==> src/rtl/i2s_transmit.sv <==
`default_nettype none
// ============================================================================
// i2s_transmit : I2S stereo serializer with a one-sample holding register
// Revision     : 1.0
// ============================================================================
module i2s_transmit #(
  parameter int DATA_SIZE = 24,
  parameter int CLK_DIV   = 2
) (
  input  logic                 clk,
  input  logic                 rst_n,
  input  logic                 s_valid,
  output logic                 s_ready,
  input  logic [DATA_SIZE-1:0] s_left,
  input  logic [DATA_SIZE-1:0] s_right,
  output logic                 i2s_sck,
  output logic                 i2s_ws,
  output logic                 i2s_sd,
  output logic                 frame_start,
  output logic                 underrun
);

  localparam int               DIV_W    = (CLK_DIV > 1) ? $clog2(CLK_DIV) : 1;
  localparam logic [DIV_W-1:0] DIV_LAST = DIV_W'(CLK_DIV - 1);

  logic [DIV_W-1:0]     div_q, div_d;
  logic                 sck_q, sck_d;
  logic                 ws_q, ws_d;
  logic                 sd_q, sd_d;
  logic [5:0]           bit_q, bit_d;
  logic                 hold_full_q, hold_full_d;
  logic [DATA_SIZE-1:0] hold_l_q, hold_l_d;
  logic [DATA_SIZE-1:0] hold_r_q, hold_r_d;
  logic [DATA_SIZE-1:0] sh_l_q, sh_l_d;
  logic [DATA_SIZE-1:0] sh_r_q, sh_r_d;
  logic                 fs_q, fs_d;
  logic                 ur_q, ur_d;

  logic                 tick;
  logic                 fall;
  logic                 load;
  logic                 accept;
  logic [5:0]           bit_nx;

  assign tick   = (div_q == DIV_LAST);
  assign fall   = tick & sck_q;
  assign bit_nx = bit_q + 6'd1;
  assign load   = fall & (bit_nx == 6'd0);
  assign accept = s_valid & ~hold_full_q;

  always_comb begin
    div_d       = tick ? '0 : div_q + DIV_W'(1);
    sck_d       = tick ? ~sck_q : sck_q;
    bit_d       = bit_q;
    ws_d        = ws_q;
    sd_d        = sd_q;
    sh_l_d      = sh_l_q;
    sh_r_d      = sh_r_q;
    hold_full_d = hold_full_q;
    hold_l_d    = hold_l_q;
    hold_r_d    = hold_r_q;
    fs_d        = 1'b0;
    ur_d        = 1'b0;

    if (fall) begin
      bit_d = bit_nx;
      ws_d  = (bit_nx >= 6'd31) && (bit_nx <= 6'd62);
      // The MSB leaves on the same edge it is loaded, so slot 0 bypasses the shifter.
      if (load) begin
        fs_d = 1'b1;
        if (hold_full_q) begin
          sd_d        = hold_l_q[DATA_SIZE-1];
          sh_l_d      = hold_l_q << 1;
          sh_r_d      = hold_r_q;
          hold_full_d = 1'b0;
        end else begin
          sd_d   = 1'b0;
          sh_l_d = '0;
          sh_r_d = '0;
          ur_d   = 1'b1;
        end
      end else if (bit_nx < 6'd32) begin
        sd_d   = sh_l_q[DATA_SIZE-1];
        sh_l_d = sh_l_q << 1;
      end else begin
        sd_d   = sh_r_q[DATA_SIZE-1];
        sh_r_d = sh_r_q << 1;
      end
    end

    // accept never coincides with a full-holding load, since s_ready is low then
    if (accept) begin
      hold_full_d = 1'b1;
      hold_l_d    = s_left;
      hold_r_d    = s_right;
    end
  end

  always_ff @(posedge clk) begin
    if (!rst_n) begin
      div_q       <= '0;
      sck_q       <= 1'b0;
      ws_q        <= 1'b0;
      sd_q        <= 1'b0;
      bit_q       <= 6'd63;
      hold_full_q <= 1'b0;
      hold_l_q    <= '0;
      hold_r_q    <= '0;
      sh_l_q      <= '0;
      sh_r_q      <= '0;
      fs_q        <= 1'b0;
      ur_q        <= 1'b0;
    end else begin
      div_q       <= div_d;
      sck_q       <= sck_d;
      ws_q        <= ws_d;
      sd_q        <= sd_d;
      bit_q       <= bit_d;
      hold_full_q <= hold_full_d;
      hold_l_q    <= hold_l_d;
      hold_r_q    <= hold_r_d;
      sh_l_q      <= sh_l_d;
      sh_r_q      <= sh_r_d;
      fs_q        <= fs_d;
      ur_q        <= ur_d;
    end
  end

  assign s_ready     = ~hold_full_q;
  assign i2s_sck     = sck_q;
  assign i2s_ws      = ws_q;
  assign i2s_sd      = sd_q;
  assign frame_start = fs_q;
  assign underrun    = ur_q;

endmodule
`default_nettype wire

==> config.mk <==
export PLATFORM = sky130hd
export DESIGN_NAME = i2s_transmit
export DESIGN_NICKNAME = d
export VERILOG_FILES = /design/src/rtl/i2s_transmit.sv
export SDC_FILE = /design/constraint.sdc
export NUM_CORES = 1
export LEC_CHECK = 0
export CAP_MARGIN = 20
export CORE_MARGIN = 2
export CORE_UTILIZATION = 55
export DETAILED_ROUTE_END_ITERATION = 6
export MAX_ROUTING_LAYER = met4
export PLACE_DENSITY = 0.79
export SLEW_MARGIN = 15
export SYNTH_ARGS = -nofsm -noshare
export SYNTH_HDL_FRONTEND = slang
export SYNTH_SLANG_ARGS = --single-unit
==> constraint.sdc <==
create_clock -name clk -period 2.3 [get_ports clk]
set_input_delay 0.345 -clock clk [delete_from_list [all_inputs] [get_ports clk]]
set_output_delay 0.345 -clock clk [all_outputs]
set_load 0.02 [all_outputs]
After elaboration in Yosys (flattened, before gate mapping)
Index checks and enable logic that the tools add are counted.
- word-level logic and storage cells: 49
- register bits after elaboration: 109
- mux-type cells: 14
- magnitude comparators: 3
- eq/ne operators: 1
- $add $sub $neg: 2
- bitwise gates (word level): 6
- reduce and logical (&&, ||, !) cells: 11
- operators by type and width (cell ; number):
    $mux W24 ; 6
    $mux W1 ; 8
    $reduce_and A2 Y1 ; 4
    $add A6 B1 Y6 const B ; 1
    $ge A6 B5 Y1 const B ; 1
    $le A6 B6 Y1 const B ; 1
    $logic_not A6 Y1 ; 1
    $lt A6 B6 Y1 const B ; 1
    $reduce_bool A2 Y1 ; 3
    $and A1 B1 Y1 ; 3
    $not A1 Y1 ; 3
    $reduce_and A3 Y1 ; 1
    $ne A2 B2 Y1 const B ; 1
    $reduce_or A2 Y1 ; 1
    $add A1 B1 Y1 const B ; 1
    $logic_and A1 B1 Y1 ; 1

Longest topological paths before layout
- depth after elaboration: 6
- depth in mapped cells: 8
- gate-level depth less buffers: 6

Worst setup path before layout
OpenSTA, ideal clock, no wires.
- path type: reg-to-reg
- start point: register bit_q[0]
- end point: register sh_l_q[11]
- period minus slack after synthesis: 1.894 ns
- setup slack: 0.406 ns
- library setup time: 0.070 ns
- arrival: 1.824 ns
- path buffers: 2
- stages on the path, launching flop included: 9
- cells stage by stage: dfxtp_1 ha_1 nor4_2 nand2_1 a2111oi_2 buf_4 buf_6 nand2_1 a21boi_1
- word-level cells in the longest chain between the ends: 5
- elaborated cells between the ends (all ways): 7
- ends and longest elaborated chain (item ; RTL line ; text):
    start, declared ; 30 ; logic [5:0] bit_q, bit_d;
    start signal, assigned ; 118 ; bit_q <= bit_d;
    $add A6 B1 Y6 (*) ; 47 ; assign bit_nx = bit_q + 6'd1;
    parallel branches: the longest is 4 deep, another holds $lt A6 B6 Y1 ; -- ;
    end signal, assigned ; 122 ; sh_l_q <= sh_l_d;
    end, declared ; 34 ; logic [DATA_SIZE-1:0] sh_l_q, sh_l_d;
Every way passes the cells marked *.
A chain may end at the register's enable or synchronous reset.

Worst setup path in the final report
- start point: register bit_q[1]
- end point: register sh_r_q[11]
- word-level cells in the longest chain between the ends: 5
- elaborated cells between the ends (all ways): 7
- ends and longest elaborated chain (item ; RTL line ; text):
    $add A6 B1 Y6 (*) ; 47 ;
    parallel branches: the longest is 4 deep, another holds $lt A6 B6 Y1 ; -- ;
    end signal, assigned ; 123 ; sh_r_q <= sh_r_d;
    end, declared ; 35 ; logic [DATA_SIZE-1:0] sh_r_q, sh_r_d;
Marked as above.

==> results.yml <==
outcome:
  status: "complete, no violations"
timing:
  finalHoldViolations: 0
  timing.final.max_slew_violations: 0
  timing.final.setup_violations: 0
  timing.setup.tns_ps: 0
  finalClockSkew_ps: 16.94
  post-route-worst-setup-slack_ps: 191.6
  setup_repair_after_global_routing_missed_its_margin: "no"
  maxClockFrequency_mhz: 474.3
  finalCriticalPeriod_ps: 2108
  final.period_utilization: 0.9167
  slew-limit-headroom: 0.5773
  worstMarginPinSlew_ps: 632.7
clock_tree:
  cts_resized: 0
  ctsLongestPathBuffers: 2
  cts_hold_buf: 0
  cts_sinks: 108
  post-cts-setup-buffer-count: 0
  numCtsBuffers: 9
  cts_htree_levels: 3
  cts_root_buffer: "clkbuf_8"
  tritoncts: "done"
  clkTransAtPathRegs_ps: 110
  clock_latency_ps: 370
finish:
  drive_above_1_share: 0.08276
  fillerInstances: 674
  multiInputGateArea_um2: 2181
  insertedDiodeCount: 0
  nets: 631
  register_area_um2: 2162
  final_common_cell: "nand2_1"
  flow.area_growth_from_synthesis_pct: 19.61
  most_used_cells_in_the_layout_excluding_fill_and_tap_cells: "164 x nand2_1, 108 x dfxtp_1, 55 x clkdlybuf4s50_1"
routing:
  wirelength_met1_um: 4377
  detailed_routed_wire_length_on_met2_um: 4423
  route.vias.total: 3826
  first_iter_violations: 180
  totalWireLength_um: 9202
  wl_met3_um: 306
  route.detailed.vias_per_inst: 5.585
  top_signal_layer_used: "met4"
  antenna_viol_nets_final: 0
  drc_errors: 0
  drt_pass1_iterations: 4
  route.detailed.wl_per_inst_um: 13.43
global_route:
  grt.total_usage: 0.2224
  global_route.overflow_total: 0
  initial_antenna_violation_count: 0
  first_global_vias: 3520
  grt_first_pass_wirelength_um: 15610
  grt_start_max_net_pins: 111
yosys:
  synthesis.area_per_instance_um2: 8.481
  register_area_share_after_synthesis: 0.4792
  yosys.cell_types.count: 42
  netlist_area_pre_place_um2: 4512
  synth_top_area_share: 0.4792
  syn_inst: 532
  synth.ff_latch_count: 108
  synthesis.nets: 587
  netlist.top_cell.by_area: "dfxtp_1"
  ys.warnings.count: 0
  ys_top_cells_by_area: "dfxtp_1 48%, nand2_1 14%, a21boi_0 8.0%"
critical_path:
  endpoint_of_the_lowest_slack_register_to_register_path: "sh_r_q[11]"
  rr_startpoint: "bit_q[1]"
  setup.reg_to_reg.worst_slack_ps: 190
  crit_path_end: "sh_r_q[11]"
  critPathLaunchType: "flop"
  timing.critical_path.required_ps: 2600
  criticalPathCategory: "flop to flop"
  endpoint_kind: "flop"
  critPathMaxFanout: 17
  timing.critical_path.arrival_ps: 2410
  reg2regPathDepth: 6
  critical_path.startpoint: "bit_q[1]"
floorplanning:
  floorplan.initialDensity: 0.5575
  number_of_placement_rows: 33
  number_of_primary_i_o_pins: 57
  chipHeight_um: 94.57
  dieArea_um2: 8943
  dieWidth_um: 94.57
  design.core.area_um2: 8093
placement:
  gp_congestion: 0.8622
  post-dp-hpwl_um: 6033
  detailedPlace.worstSlack_ps: 47.72
  port_buffers: 56
min_path:
  worstHoldPathType: "flop to flop"
  min_delay_path_depth: 2
pwr:
  static_leak_nw: 1.878
  power_per_standard_cell_area_nw_per_um2: 686.0
  peakVddDrop_mv: 0.4275
run:
  drv_cap: 0
report_power, final:
part | switching (W) | total, W | internal, W
Clock | 0.000646 | 0.00111 | 0.000469
Combinational | 0.000320 | 0.000571 | 0.000251
Sequential | 0.0000574 | 0.00202 | 0.00196
Total | 0.00102 | 0.00370 | 0.00268
flip-flops by register name (all words and copies together) (netlist names), 6 cells and up:
signal / flops
sh_l_q: 23
bit_q: 6
hold_r_q: 24
hold_l_q: 24
sh_r_q: 24
cell families (layout without fill, tap and decap cells):
logic type	Yosys count	after routing	synth area share
simple gates	206	206	0.1872
compound gates	162	162	0.2637
flops	108	108	0.4792
buf+inv	45	93	0.04520
xor+xnor	7	7	0.01359
fa+ha+maj	4	4	0.01109
cell type report:
type                    count  area share
flip-flops and latches    108      0.4006
repair buffers             74      0.1326
clock inverters             4    0.007419
well taps                 105     0.02434
multi-input cells         379      0.4041
inverters                   4    0.002782
clock buffers              11     0.02805
per-stage QoR:
step	std cells	util	power, W	hold WS [ps]	area [um^2]
floorplan	532	-	0.002393	431.0	4512
global placement	670	0.6422	0.002609	444.4	5197
detailed placement	670	0.6422	0.002626	445.9	5197
CTS	685	0.6659	0.003718	439.4	5389
global route	685	0.6668	0.003866	453.1	5396
finish	685	0.6668	0.003702	459.5	5396
worst max-delay path: stages, from the launching register on:
cell and delay [ps]:
dfxtp_1 510, ha_2 330, o2111ai_1 270, a2111oi_4 390, buf_4 290, nand2_1 80, a31oi_1 180
synth_stat cells:
cell type,n
nand4_1,3
a21oi_1,2
dfxtp_1,108
and3_1,2
and4_1,1
a22oi_1,1
nor2_1,20
a31oi_1,9
o2111ai_1,1
nor2b_1,3
a41oi_1,2
o211ai_1,3
buf_4,3
xor2_1,4
nor2_2,1
inv_1,3
buf_2,7
buf_1,1
xnor2_1,3
ha_1,4
nand3_1,1
a211oi_1,14
o21ai_2,1
a21boi_0,48
o31ai_1,3
a32oi_1,20
and2_1,4
nor3_1,2
a211oi_2,4
o2111a_1,1
inv_2,1
or3_1,2
buf_6,2
a21boi_1,22
clkbuf_1,28
nand2_1,164
o21ai_0,12
nor4_2,2
or3_4,1
a2111oi_2,1
o21ai_1,17
o31a_1,1
worst min-delay path by stage:
stage | start | endpoint
2_1_floorplan | hold_r_q[0] | sh_r_q[0]
3_3_place_gp | hold_l_q[12] | sh_l_q[13]
3_5_place_dp | hold_l_q[11] | sh_l_q[12]
4_1_cts | rst_n | bit_q[4]
5_1_grt | rst_n | bit_q[5]
6_report | hold_l_q[18] | sh_l_q[19]
routing by layer:
metal / up-vias / track usage
met4: 0 / 0.05797
met3: 11 / 0.04789
met2: 74 / 0.3768
met5: - / -
met1: 1811 / 0.2703
li1: 1930 / -
(Power assumes the default switching activity.)
